## src/rtl/store_buffer_if.sv

```systemverilog
`default_nettype none
// ============================================================================
// Module   : store_buffer_if
// Brief    : Commit, dCache-write and load-forward signals of the store buffer.
// Revision : 1.0 - initial release
// ============================================================================
interface store_buffer_if #(
  parameter int ARCH_BITS = 32
);
  logic                 cmtEn;
  logic [ARCH_BITS-1:0] cmtAddr;
  logic [ARCH_BITS-1:0] cmtData;
  logic                 cmtByte;
  logic                 sbFull;
  logic                 sbEmpty;
  logic                 sbOverflow;
  logic                 dcReq;
  logic [ARCH_BITS-1:0] dcAddr;
  logic [ARCH_BITS-1:0] dcData;
  logic                 dcByte;
  logic                 dcAck;
  logic [ARCH_BITS-1:0] ldAddr;
  logic                 ldByte;
  logic                 fwdHit;
  logic [ARCH_BITS-1:0] fwdData;
  logic                 fwdStall;

  modport slave (
    input  cmtEn, cmtAddr, cmtData, cmtByte, dcAck, ldAddr, ldByte,
    output sbFull, sbEmpty, sbOverflow, dcReq, dcAddr, dcData, dcByte,
           fwdHit, fwdData, fwdStall
  );

  modport master (
    output cmtEn, cmtAddr, cmtData, cmtByte, dcAck, ldAddr, ldByte,
    input  sbFull, sbEmpty, sbOverflow, dcReq, dcAddr, dcData, dcByte,
           fwdHit, fwdData, fwdStall
  );
endinterface
`default_nettype wire

```

## src/rtl/store_buffer.sv

```systemverilog
`default_nettype none
// ============================================================================
// Module   : store_buffer
// Brief    : In-order committed-store FIFO draining to the dCache, with
//            zero-latency load forwarding from buffered and committing stores.
// Revision : 1.0 - initial release
// ============================================================================
module store_buffer #(
  parameter int ARCH_BITS   = 32,
  parameter int SB_SLOTS    = 4,
  parameter int SB_IDX_BITS = 2
) (
  input  logic          clk,
  input  logic          rst,
  store_buffer_if.slave sb
);

  logic [ARCH_BITS-1:0]   r_addr [SB_SLOTS];
  logic [ARCH_BITS-1:0]   r_data [SB_SLOTS];
  logic [SB_SLOTS-1:0]    r_byte;
  logic [SB_IDX_BITS-1:0] r_head;
  logic [SB_IDX_BITS-1:0] r_tail;
  logic [SB_IDX_BITS:0]   r_count;
  logic                   r_overflow;

  logic                   w_full;
  logic                   w_empty;
  logic                   w_push;
  logic                   w_pop;

  logic [SB_IDX_BITS-1:0] w_idx;
  logic                   w_found;
  logic                   w_fbyte;
  logic [ARCH_BITS-1:0]   w_fdata;
  logic [ARCH_BITS-1:0]   w_lane;

  assign w_full  = (r_count == (SB_IDX_BITS+1)'(SB_SLOTS));
  assign w_empty = (r_count == '0);
  assign w_pop   = !w_empty && sb.dcAck;
  // A pop in the same cycle frees the slot, so a full buffer still accepts.
  assign w_push  = sb.cmtEn && (!w_full || w_pop);

  always_ff @(posedge clk) begin
    if (rst) begin
      for (int s = 0; s < SB_SLOTS; s++) begin
        r_addr[s] <= '0;
        r_data[s] <= '0;
      end
      r_byte <= '0;
    end else if (w_push) begin
      r_addr[r_tail] <= sb.cmtAddr;
      r_data[r_tail] <= sb.cmtData;
      r_byte[r_tail] <= sb.cmtByte;
    end
  end

  always_ff @(posedge clk) begin
    if (rst) begin
      r_head     <= '0;
      r_tail     <= '0;
      r_count    <= '0;
      r_overflow <= 1'b0;
    end else begin
      if (w_push) begin
        r_tail <= r_tail + SB_IDX_BITS'(1);
      end
      if (w_pop) begin
        r_head <= r_head + SB_IDX_BITS'(1);
      end
      case ({w_push, w_pop})
        2'b10:   r_count <= r_count + (SB_IDX_BITS+1)'(1);
        2'b01:   r_count <= r_count - (SB_IDX_BITS+1)'(1);
        default: r_count <= r_count;
      endcase
      if (sb.cmtEn && !w_push) begin
        r_overflow <= 1'b1;
      end
    end
  end

  assign sb.sbFull     = w_full;
  assign sb.sbEmpty    = w_empty;
  assign sb.sbOverflow = r_overflow;
  assign sb.dcReq      = !w_empty;
  assign sb.dcAddr     = r_addr[r_head];
  assign sb.dcData     = r_data[r_head];
  assign sb.dcByte     = r_byte[r_head];

  // Byte-vs-byte needs the same lane; any other pairing overlaps on word match.
  function automatic logic f_overlap(
    input logic [ARCH_BITS-1:0] e_addr,
    input logic                 e_byte,
    input logic [ARCH_BITS-1:0] l_addr,
    input logic                 l_byte
  );
    f_overlap = (e_addr[ARCH_BITS-1:2] == l_addr[ARCH_BITS-1:2]) &&
                !(e_byte && l_byte && (e_addr[1:0] != l_addr[1:0]));
  endfunction

  // Walk oldest to youngest so the last overlapping candidate wins.
  always_comb begin
    w_found = 1'b0;
    w_fbyte = 1'b0;
    w_fdata = '0;
    w_idx   = r_head;
    for (int k = 0; k < SB_SLOTS; k++) begin
      w_idx = r_head + SB_IDX_BITS'(k);
      if (((SB_IDX_BITS+1)'(k) < r_count) &&
          f_overlap(r_addr[w_idx], r_byte[w_idx], sb.ldAddr, sb.ldByte)) begin
        w_found = 1'b1;
        w_fbyte = r_byte[w_idx];
        w_fdata = r_data[w_idx];
      end
    end
    if (sb.cmtEn && f_overlap(sb.cmtAddr, sb.cmtByte, sb.ldAddr, sb.ldByte)) begin
      w_found = 1'b1;
      w_fbyte = sb.cmtByte;
      w_fdata = sb.cmtData;
    end
  end

  assign w_lane = w_fdata >> {sb.ldAddr[1:0], 3'b000};

  always_comb begin
    sb.fwdHit   = 1'b0;
    sb.fwdStall = 1'b0;
    sb.fwdData  = '0;
    if (w_found) begin
      if (w_fbyte && !sb.ldByte) begin
        sb.fwdStall = 1'b1;
      end else begin
        sb.fwdHit = 1'b1;
        if (w_fbyte) begin
          sb.fwdData = ARCH_BITS'(w_fdata[7:0]);
        end else if (sb.ldByte) begin
          sb.fwdData = ARCH_BITS'(w_lane[7:0]);
        end else begin
          sb.fwdData = w_fdata;
        end
      end
    end
  end

endmodule
`default_nettype wire

```

## src/flat_wrapper.sv

```systemverilog
// flat-port wrapper written by rule: the top's interface ports become plain ports
module store_buffer_flat 
#(
  parameter int ARCH_BITS   = 32,
  parameter int SB_SLOTS    = 4,
  parameter int SB_IDX_BITS = 2
)
  (clk, rst, sb_cmtEn, sb_cmtAddr, sb_cmtData, sb_cmtByte, sb_dcAck, sb_ldAddr, sb_ldByte, sb_sbFull, sb_sbEmpty, sb_sbOverflow, sb_dcReq, sb_dcAddr, sb_dcData, sb_dcByte, sb_fwdHit, sb_fwdData, sb_fwdStall);
  store_buffer_if #(.ARCH_BITS(ARCH_BITS)) sb_i ();
  input  logic clk;
  input  logic rst;
  input wire logic [$bits(sb_i.cmtEn)-1:0] sb_cmtEn;
  input wire logic [$bits(sb_i.cmtAddr)-1:0] sb_cmtAddr;
  input wire logic [$bits(sb_i.cmtData)-1:0] sb_cmtData;
  input wire logic [$bits(sb_i.cmtByte)-1:0] sb_cmtByte;
  input wire logic [$bits(sb_i.dcAck)-1:0] sb_dcAck;
  input wire logic [$bits(sb_i.ldAddr)-1:0] sb_ldAddr;
  input wire logic [$bits(sb_i.ldByte)-1:0] sb_ldByte;
  output wire logic [$bits(sb_i.sbFull)-1:0] sb_sbFull;
  output wire logic [$bits(sb_i.sbEmpty)-1:0] sb_sbEmpty;
  output wire logic [$bits(sb_i.sbOverflow)-1:0] sb_sbOverflow;
  output wire logic [$bits(sb_i.dcReq)-1:0] sb_dcReq;
  output wire logic [$bits(sb_i.dcAddr)-1:0] sb_dcAddr;
  output wire logic [$bits(sb_i.dcData)-1:0] sb_dcData;
  output wire logic [$bits(sb_i.dcByte)-1:0] sb_dcByte;
  output wire logic [$bits(sb_i.fwdHit)-1:0] sb_fwdHit;
  output wire logic [$bits(sb_i.fwdData)-1:0] sb_fwdData;
  output wire logic [$bits(sb_i.fwdStall)-1:0] sb_fwdStall;
  assign sb_i.cmtEn = sb_cmtEn;
  assign sb_i.cmtAddr = sb_cmtAddr;
  assign sb_i.cmtData = sb_cmtData;
  assign sb_i.cmtByte = sb_cmtByte;
  assign sb_i.dcAck = sb_dcAck;
  assign sb_i.ldAddr = sb_ldAddr;
  assign sb_i.ldByte = sb_ldByte;
  assign sb_sbFull = sb_i.sbFull;
  assign sb_sbEmpty = sb_i.sbEmpty;
  assign sb_sbOverflow = sb_i.sbOverflow;
  assign sb_dcReq = sb_i.dcReq;
  assign sb_dcAddr = sb_i.dcAddr;
  assign sb_dcData = sb_i.dcData;
  assign sb_dcByte = sb_i.dcByte;
  assign sb_fwdHit = sb_i.fwdHit;
  assign sb_fwdData = sb_i.fwdData;
  assign sb_fwdStall = sb_i.fwdStall;
  store_buffer #(.ARCH_BITS(ARCH_BITS), .SB_SLOTS(SB_SLOTS), .SB_IDX_BITS(SB_IDX_BITS)) u_core (.clk(clk), .rst(rst), .sb(sb_i));
endmodule
```

## config.mk

```make
export PLATFORM = sky130hd
export DESIGN_NAME = store_buffer_flat
export DESIGN_NICKNAME = d
export VERILOG_FILES = /design/src/rtl/store_buffer_if.sv /design/src/rtl/store_buffer.sv /design/src/flat_wrapper.sv
export SDC_FILE = /design/constraint.sdc
export NUM_CORES = 1
export LEC_CHECK = 0
export BUFFER_PORTS_ARGS = -buffer_cell sky130_fd_sc_hd__clkbuf_2
export CAP_MARGIN = 25
export CORE_MARGIN = 3
export CORE_UTILIZATION = 50
export CTS_CLUSTER_DIAMETER = 100
export DETAILED_ROUTE_END_ITERATION = 6
export PLACE_DENSITY_LB_ADDON = 0.12
export SYNTH_ARGS = -nofsm -noshare
export SYNTH_HDL_FRONTEND = slang
export SYNTH_SLANG_ARGS = --single-unit
```

## constraint.sdc

```tcl
create_clock -name clk -period 9.97 [get_ports clk]
set_input_delay 0.4985 -clock clk [delete_from_list [all_inputs] [get_ports clk]]
set_output_delay 0.4985 -clock clk [all_outputs]
set_load 0.005 [all_outputs]
```

=== Yosys cells after proc, flatten, opt, wreduce, memory -nomap -nowiden ===
Memories as Yosys holds them, arrays and structs flattened. A register that Yosys moved wholly into a read port is not among the register bits.
Cells that the tools add are included.

* $lt $le $gt $ge: 10
* Add/sub/neg operators: 6
* Reductions and logical operators: 39
* Equal/unequal tests: 13
* Shifts and indexed selects: 1
* Muxes and demuxes: 50

{| class="wikitable"
|+ Operators by type and width
! operator !! number
|-
| $mux 32 || 11
|-
| $eq 30x30->1 || 5
|-
| $reduce_or 32->1 || 2
|-
| $shr 32x5->8 || 1
|-
| $mux 1 || 26
|-
| $logic_and 1x1->1 || 25
|-
| $lt 2x3->1 const B || 5
|-
| $mux 2 || 6
|-
| $ne 2x2->1 || 5
|-
| $logic_not 1->1 || 9
|-
| $bmux 1 s2 || 4
|-
| $lt 1x3->1 const A || 2
|-
| $lt 2x3->1 const A || 2
|-
| $pmux 3 s2 || 1
|-
| $add 2x1->2 const B || 2
|-
| $add 2x2->2 const B || 2
|-
| $bwmux 4 || 1
|-
| $add 3x1->3 const B || 1
|-
| $eq 3x3->1 const B || 1
|-
| $logic_not 3->1 || 1
|-
| $sub 3x1->3 const B || 1
|-
| $demux 1 s2 || 1
|-
| $eq 2x1->1 const B || 1
|-
| $eq 2x2->1 const B || 1
|-
| other kinds (3) || 3
|}

* Logic and storage cells: 126
* Memories: 2
* Memory bits (writable): 256
* Flip-flop bits (word level): 12
* Output and inout bits: 103
* Input port bits: 102

{| class="wikitable"
|+ Memory list
! name !! words !! bits a word !! rd ports !! clocked after Yosys merged registers in !! write ports !! line !! RTL
|-
| u_core.r_addr || 4 || 32 || 4 || 1 || 4 || store_buffer.sv:18 || <nowiki>logic [ARCH_BITS-1:0] r_addr [SB_SLOTS];</nowiki>
|-
| u_core.r_data || 4 || 32 || 4 || 1 || 4 || store_buffer.sv:19 || <nowiki>logic [ARCH_BITS-1:0] r_data [SB_SLOTS];</nowiki>
|}

=== Logic depth before layout (Yosys ltp) ===
* Depth in word-level cells: 17
* Depth in mapped cells: 18
* Depth with buffers taken out: 13

=== Worst setup path before layout ===
No wires, ideal clock.

* Path kind: in2out
* Start: input port sb_ldAddr[9]
* End: output port sb_fwdData[6]
* Setup slack: 5.861 ns
* Stages: 13
* Required time: 9.472 ns
* Arrival: 3.610 ns
* Path buffers: 2
* Cell sequence: clkbuf_1 -> nor2b_1 -> a22o_1 -> or4_1 -> nor4_2 -> or4b_1 -> buf_2 -> a2111oi_4 -> a311oi_1 -> o311a_1 -> o32ai_2 -> o21a_1 -> o21ba_1

* Cells in the longest elaborated chain, start to end: 13
* Elaborated cells between the ends (all ways): 36
* Classes of those cells: eq/ne (5); shift (1); mux (19); reduce/logical (11)

{| class="wikitable"
|+ Ends and longest elaborated chain
! what !! line !! RTL
|-
| start: declaration || flat_wrapper.sv:17 || <nowiki>input wire logic [$bits(sb_i.ldAddr)-1:0] sb_ldAddr;</nowiki>
|-
| $eq 30x30->1 || store_buffer.sv:96 || <nowiki>f_overlap = (e_addr[ARCH_BITS-1:2] == l_addr[ARCH_BITS-1:2]) &&</nowiki>
|-
| $logic_and 1x1->1 || store_buffer.sv:96 ||
|-
| $logic_and 1x1->1 || store_buffer.sv:108 || <nowiki>if (((SB_IDX_BITS+1)'(k) < r_count) &&</nowiki>
|-
| $mux 32 (4 in a row) || store_buffer.sv:108 ||
|-
| $mux 32 || store_buffer.sv:115 || <nowiki>if (sb.cmtEn && f_overlap(sb.cmtAddr, sb.cmtByte, sb.ldAddr, sb.ldByte)) begin</nowiki>
|-
| $shr 32x5->8 || store_buffer.sv:122 || <nowiki>assign w_lane = w_fdata >> {sb.ldAddr[1:0], 3'b000};</nowiki>
|-
| $mux 32 || store_buffer.sv:135 || <nowiki>end else if (sb.ldByte) begin</nowiki>
|-
| $mux 32 || store_buffer.sv:133 || <nowiki>if (w_fbyte) begin</nowiki>
|-
| $mux 32 || store_buffer.sv:129 || <nowiki>if (w_fbyte && !sb.ldByte) begin</nowiki>
|-
| $mux 32 (*) || store_buffer.sv:128 || <nowiki>if (w_found) begin</nowiki>
|-
| end: declaration || flat_wrapper.sv:27 || <nowiki>output wire logic [$bits(sb_i.fwdData)-1:0] sb_fwdData;</nowiki>
|}

Every way passes the cells marked *; elsewhere a longest branch is shown, timed or not.

=== Worst setup path in the final report ===
* Start: register u_core.r_head[1]
* End: output port sb_fwdData[2]

* Cells in the longest elaborated chain, start to end: 17
* Elaborated cells between the ends (all ways): 60
* Classes of those cells: add/sub (3); eq/ne (6); shift (1); mux (27); reduce/logical (21); memory (2)

{| class="wikitable"
|+ Ends and longest elaborated chain
! what !! line !! RTL
|-
| start: declaration || store_buffer.sv:21 || <nowiki>logic [SB_IDX_BITS-1:0] r_head;</nowiki>
|-
| start signal: assignment || store_buffer.sv:68 || <nowiki>r_head <= r_head + SB_IDX_BITS'(1);</nowiki>
|-
| parallel branches: the longest is 16 deep, another holds $mem_v2 4x32 || n/a ||
|-
| $mux 32 (*) || store_buffer.sv:128 ||
|}

Every way passes the cells marked *. The select of a mux whose other input is x is not followed.

==> flow_summary.yaml <==
outcome:
  status: "finished clean"
drt:
  vias: 17879
  avgViaCountPerCell: 6.863
  drtIter0Drc: 2439
  wl_per_cell_um: 30.38
  finalWirelength_um: 79150
  ant_nets: 0
  firstDrtPassIters: 6
  drc: 0
pwr:
  power_frac_seq: 0.308
  vdd_ir_drop_max_mv: 0.1452
  p_clk_frac: 0.260
  power.density_nw_per_um2: 203.8
  combPwrFrac: 0.432
  leakage_nw: 8.432
  p_sw_frac: 0.3763
  power.internal_w: 0.003058
  power_switching_w: 0.001845
finish:
  layout_common_cells: "and2_1, edfxtp_1, clkbuf_2, mux4_2, xnor2_1"
  final_cells: 2605
  design_area_um2: 24050
  multiInputGateArea_um2: 12760
  final_core_util: 0.5684
  layout.area.seq_um2: 7983
  finish.net_count: 2113
  drive_gt1_frac: 0.2674
  fill_cells: 3634
  syn_to_final_growth_pct: 11.48
logic_synthesis:
  synth_fp_nets: 2008
  synth-seq-area-share: 0.3692
  synth_ff_type: "edfxtp_1"
  synthArstFlopShare: 0
  synth_edf_count: 256
  synth_seq_cells: 270
  yosys_warnings: 0
  syn_inst: 1897
  syn_area_um2: 21580
  synth_cell_types: 91
  syn_avg_cell_area_um2: 11.37
worst_setup_path:
  cp_max_fo: 58
  arrival_ps: 6810
  worstSetupStartpointType: "flip-flop"
  critPathRequiredTime_ps: 9470
  cpPeakStageDelay_ps: 920
  critPathBufInv: 2
  critPathCaptureType: "output port"
  path_delay_family: "simple AND/OR/NAND/NOR gates"
  path_cells: "buf_4 -> mux4_2 -> xor2_1 -> o211ai_2 -> nand4_1 -> or4b_1 -> o2111ai_1 -> a31oi_1 -> o21ai_1 -> and3_1 -> nand2_1 -> a221oi_1 -> clkbuf_2"
  slowest_stage: "or4b_1"
  crit_type: "reg -> out"
timing:
  fin_crit_sh: 0.7334
  finalClockSkew_ps: 15.66
  finalSetupTns_ps: 0
  finalSetupViolCount: 0
  fmax_mhz: 136.8
  relSlewSlack: 0.3091
  maxSlewViolCount: 0
  finalHoldViolations: 0
  holdWs_ps: 252.4
  min_period_ps: 7312
  rsz0062_at_grt: "no"
  tightest_slew_ps: 1036
clock_tree:
  clock_latency_ps: 550
  ctsResizeCount: 0
  cts_tree: "yes"
  clkTransAtPathRegs_ps: 60
  cts_buffers: 34
  cts_max_path_buffers: 3
  post-cts-setup-buffers: 0
  clockRootBuffer: "clkbuf_16"
  ctsHtreeMaxLevel: 2
  ctsHoldBuffers: 0
  cts.sinks: 270
global_routing:
  grt.overflow.total: 0
  grt_pass1_vias: 16838
  antenna_found_initial: 4
  grtUsageTotal: 0.3446
  grt_max_degree: 63
  grt_pass1_wl_um: 115500
placed_design:
  gp_congestion: 1.074
  post_dp_cell_area_um2: 22880
  portBuffers: 204
  dpl.cell_count: 2540
  dp_hpwl_um: 55760
die:
  die-area_um2: 45680
  die_x_um: 213.7
  rows: 75
  boundaryPins: 205
  initial_core_util: 0.5099
  die_y_um: 213.7
  core_um2: 42320
hold_path:
  worstHoldPathType: "in -> reg"
run:
  cap_violations: 0
[area by class of cell]
cell class              instances  share of cell area
well taps                     577             0.03001
diodes                          1           0.0001040
multi-input cells            1424              0.5304
clock inverters                20             0.01061
inverters                      34            0.005306
flip-flops and latches        270              0.3319
clock buffers                  41             0.03646
repair buffers                238             0.05524
[cell usage after synthesis (all sizes together), types with 34 or more instances]
master / n / area share
a21oi: 59 / 0.014
and2: 256 / 0.074
buf: 73 / 0.020
clkbuf: 96 / 0.017
edfxtp: 256 / 0.36
inv: 34 / 0.0059
mux2: 37 / 0.019
mux2i: 104 / 0.048
mux4: 175 / 0.18
nand2: 63 / 0.011
nand3: 49 / 0.011
nand4: 36 / 0.010
nor2: 104 / 0.018
o21ai: 41 / 0.0095
xnor2: 126 / 0.051
[cell families after synthesis]
logic type | count (synthesis) | synth area share
AND/OR/NAND/NOR | 661 | 0.1748
AO/OA/AOI/OAI | 298 | 0.1010
adder cells (fa/ha/maj) | 9 | 0.005219
XOR/XNOR | 140 | 0.05682
flip-flops | 270 | 0.3692
multiplexers | 316 | 0.2504
buffers and inverters | 203 | 0.04250
[state kept, by name, indices dropped and copies added (netlist names), named ones only]
signal                cells
u_core.r_addr           128
u_core.r_data           128
u_core.r_byte             4
u_core.r_count            3
u_core.r_head             2
u_core.r_tail             2
u_core.sb.sbOverflow      1
[worst paths after layout]
path,start,cells past startpoint,slack (ps),to
worst max-delay path,u_core.r_head[1],13,2660,sb_fwdData[2]
worst min-delay path,sb_cmtEn,3,250,u_core.sb.sbOverflow
worst max register to register,u_core.r_count[0],10,5980,u_core.r_data[2][14]
worst min register to register,u_core.r_byte[3],2,510,u_core.r_byte[3]
[tightest hold or removal path: cells and delay by family]
| kind | cells | cell delay [ps] |
|---|---|---|
| simple gates | 1 | 80 |
| buf+inv | 1 | 110 |
| compound gates | 1 | 70 |
[power groups by stage]
| stage | Sequential [W] | Clock, W | Combinational, W |
|---|---|---|---|
| floorplan | 0.00141 | 0 | 0.00155 |
| global placement | 0.00156 | 0 | 0.00202 |
| detailed placement | 0.00157 | 0 | 0.00202 |
| CTS | 0.00155 | 0.00129 | 0.00203 |
| global route | 0.00152 | 0.00133 | 0.00224 |
| finish | 0.00151 | 0.00127 | 0.00212 |
[through the flow]
stage | setup WS [ps] | power [W]
2_1_floorplan | 5861 | 0.002963
3_3_place_gp | 3292 | 0.003576
3_5_place_dp | 3131 | 0.003589
4_1_cts | 2515 | 0.004869
5_1_grt | 2275 | 0.005094
6_report | 2658 | 0.004903
[layer usage]
| layer | vias to the layer above | share of wire | GRT usage |
|---|---|---|---|
| met1 | 9012 | 0.43 | 0.5188 |
| li1 | 7576 | - | - |
| met2 | 1100 | 0.43 | 0.4923 |
| met5 | - | 0.00052 | 0 |
| met3 | 185 | 0.11 | 0.08515 |
| met4 | 6 | 0.034 | 0.1078 |
(Power assumes the default switching activity.)
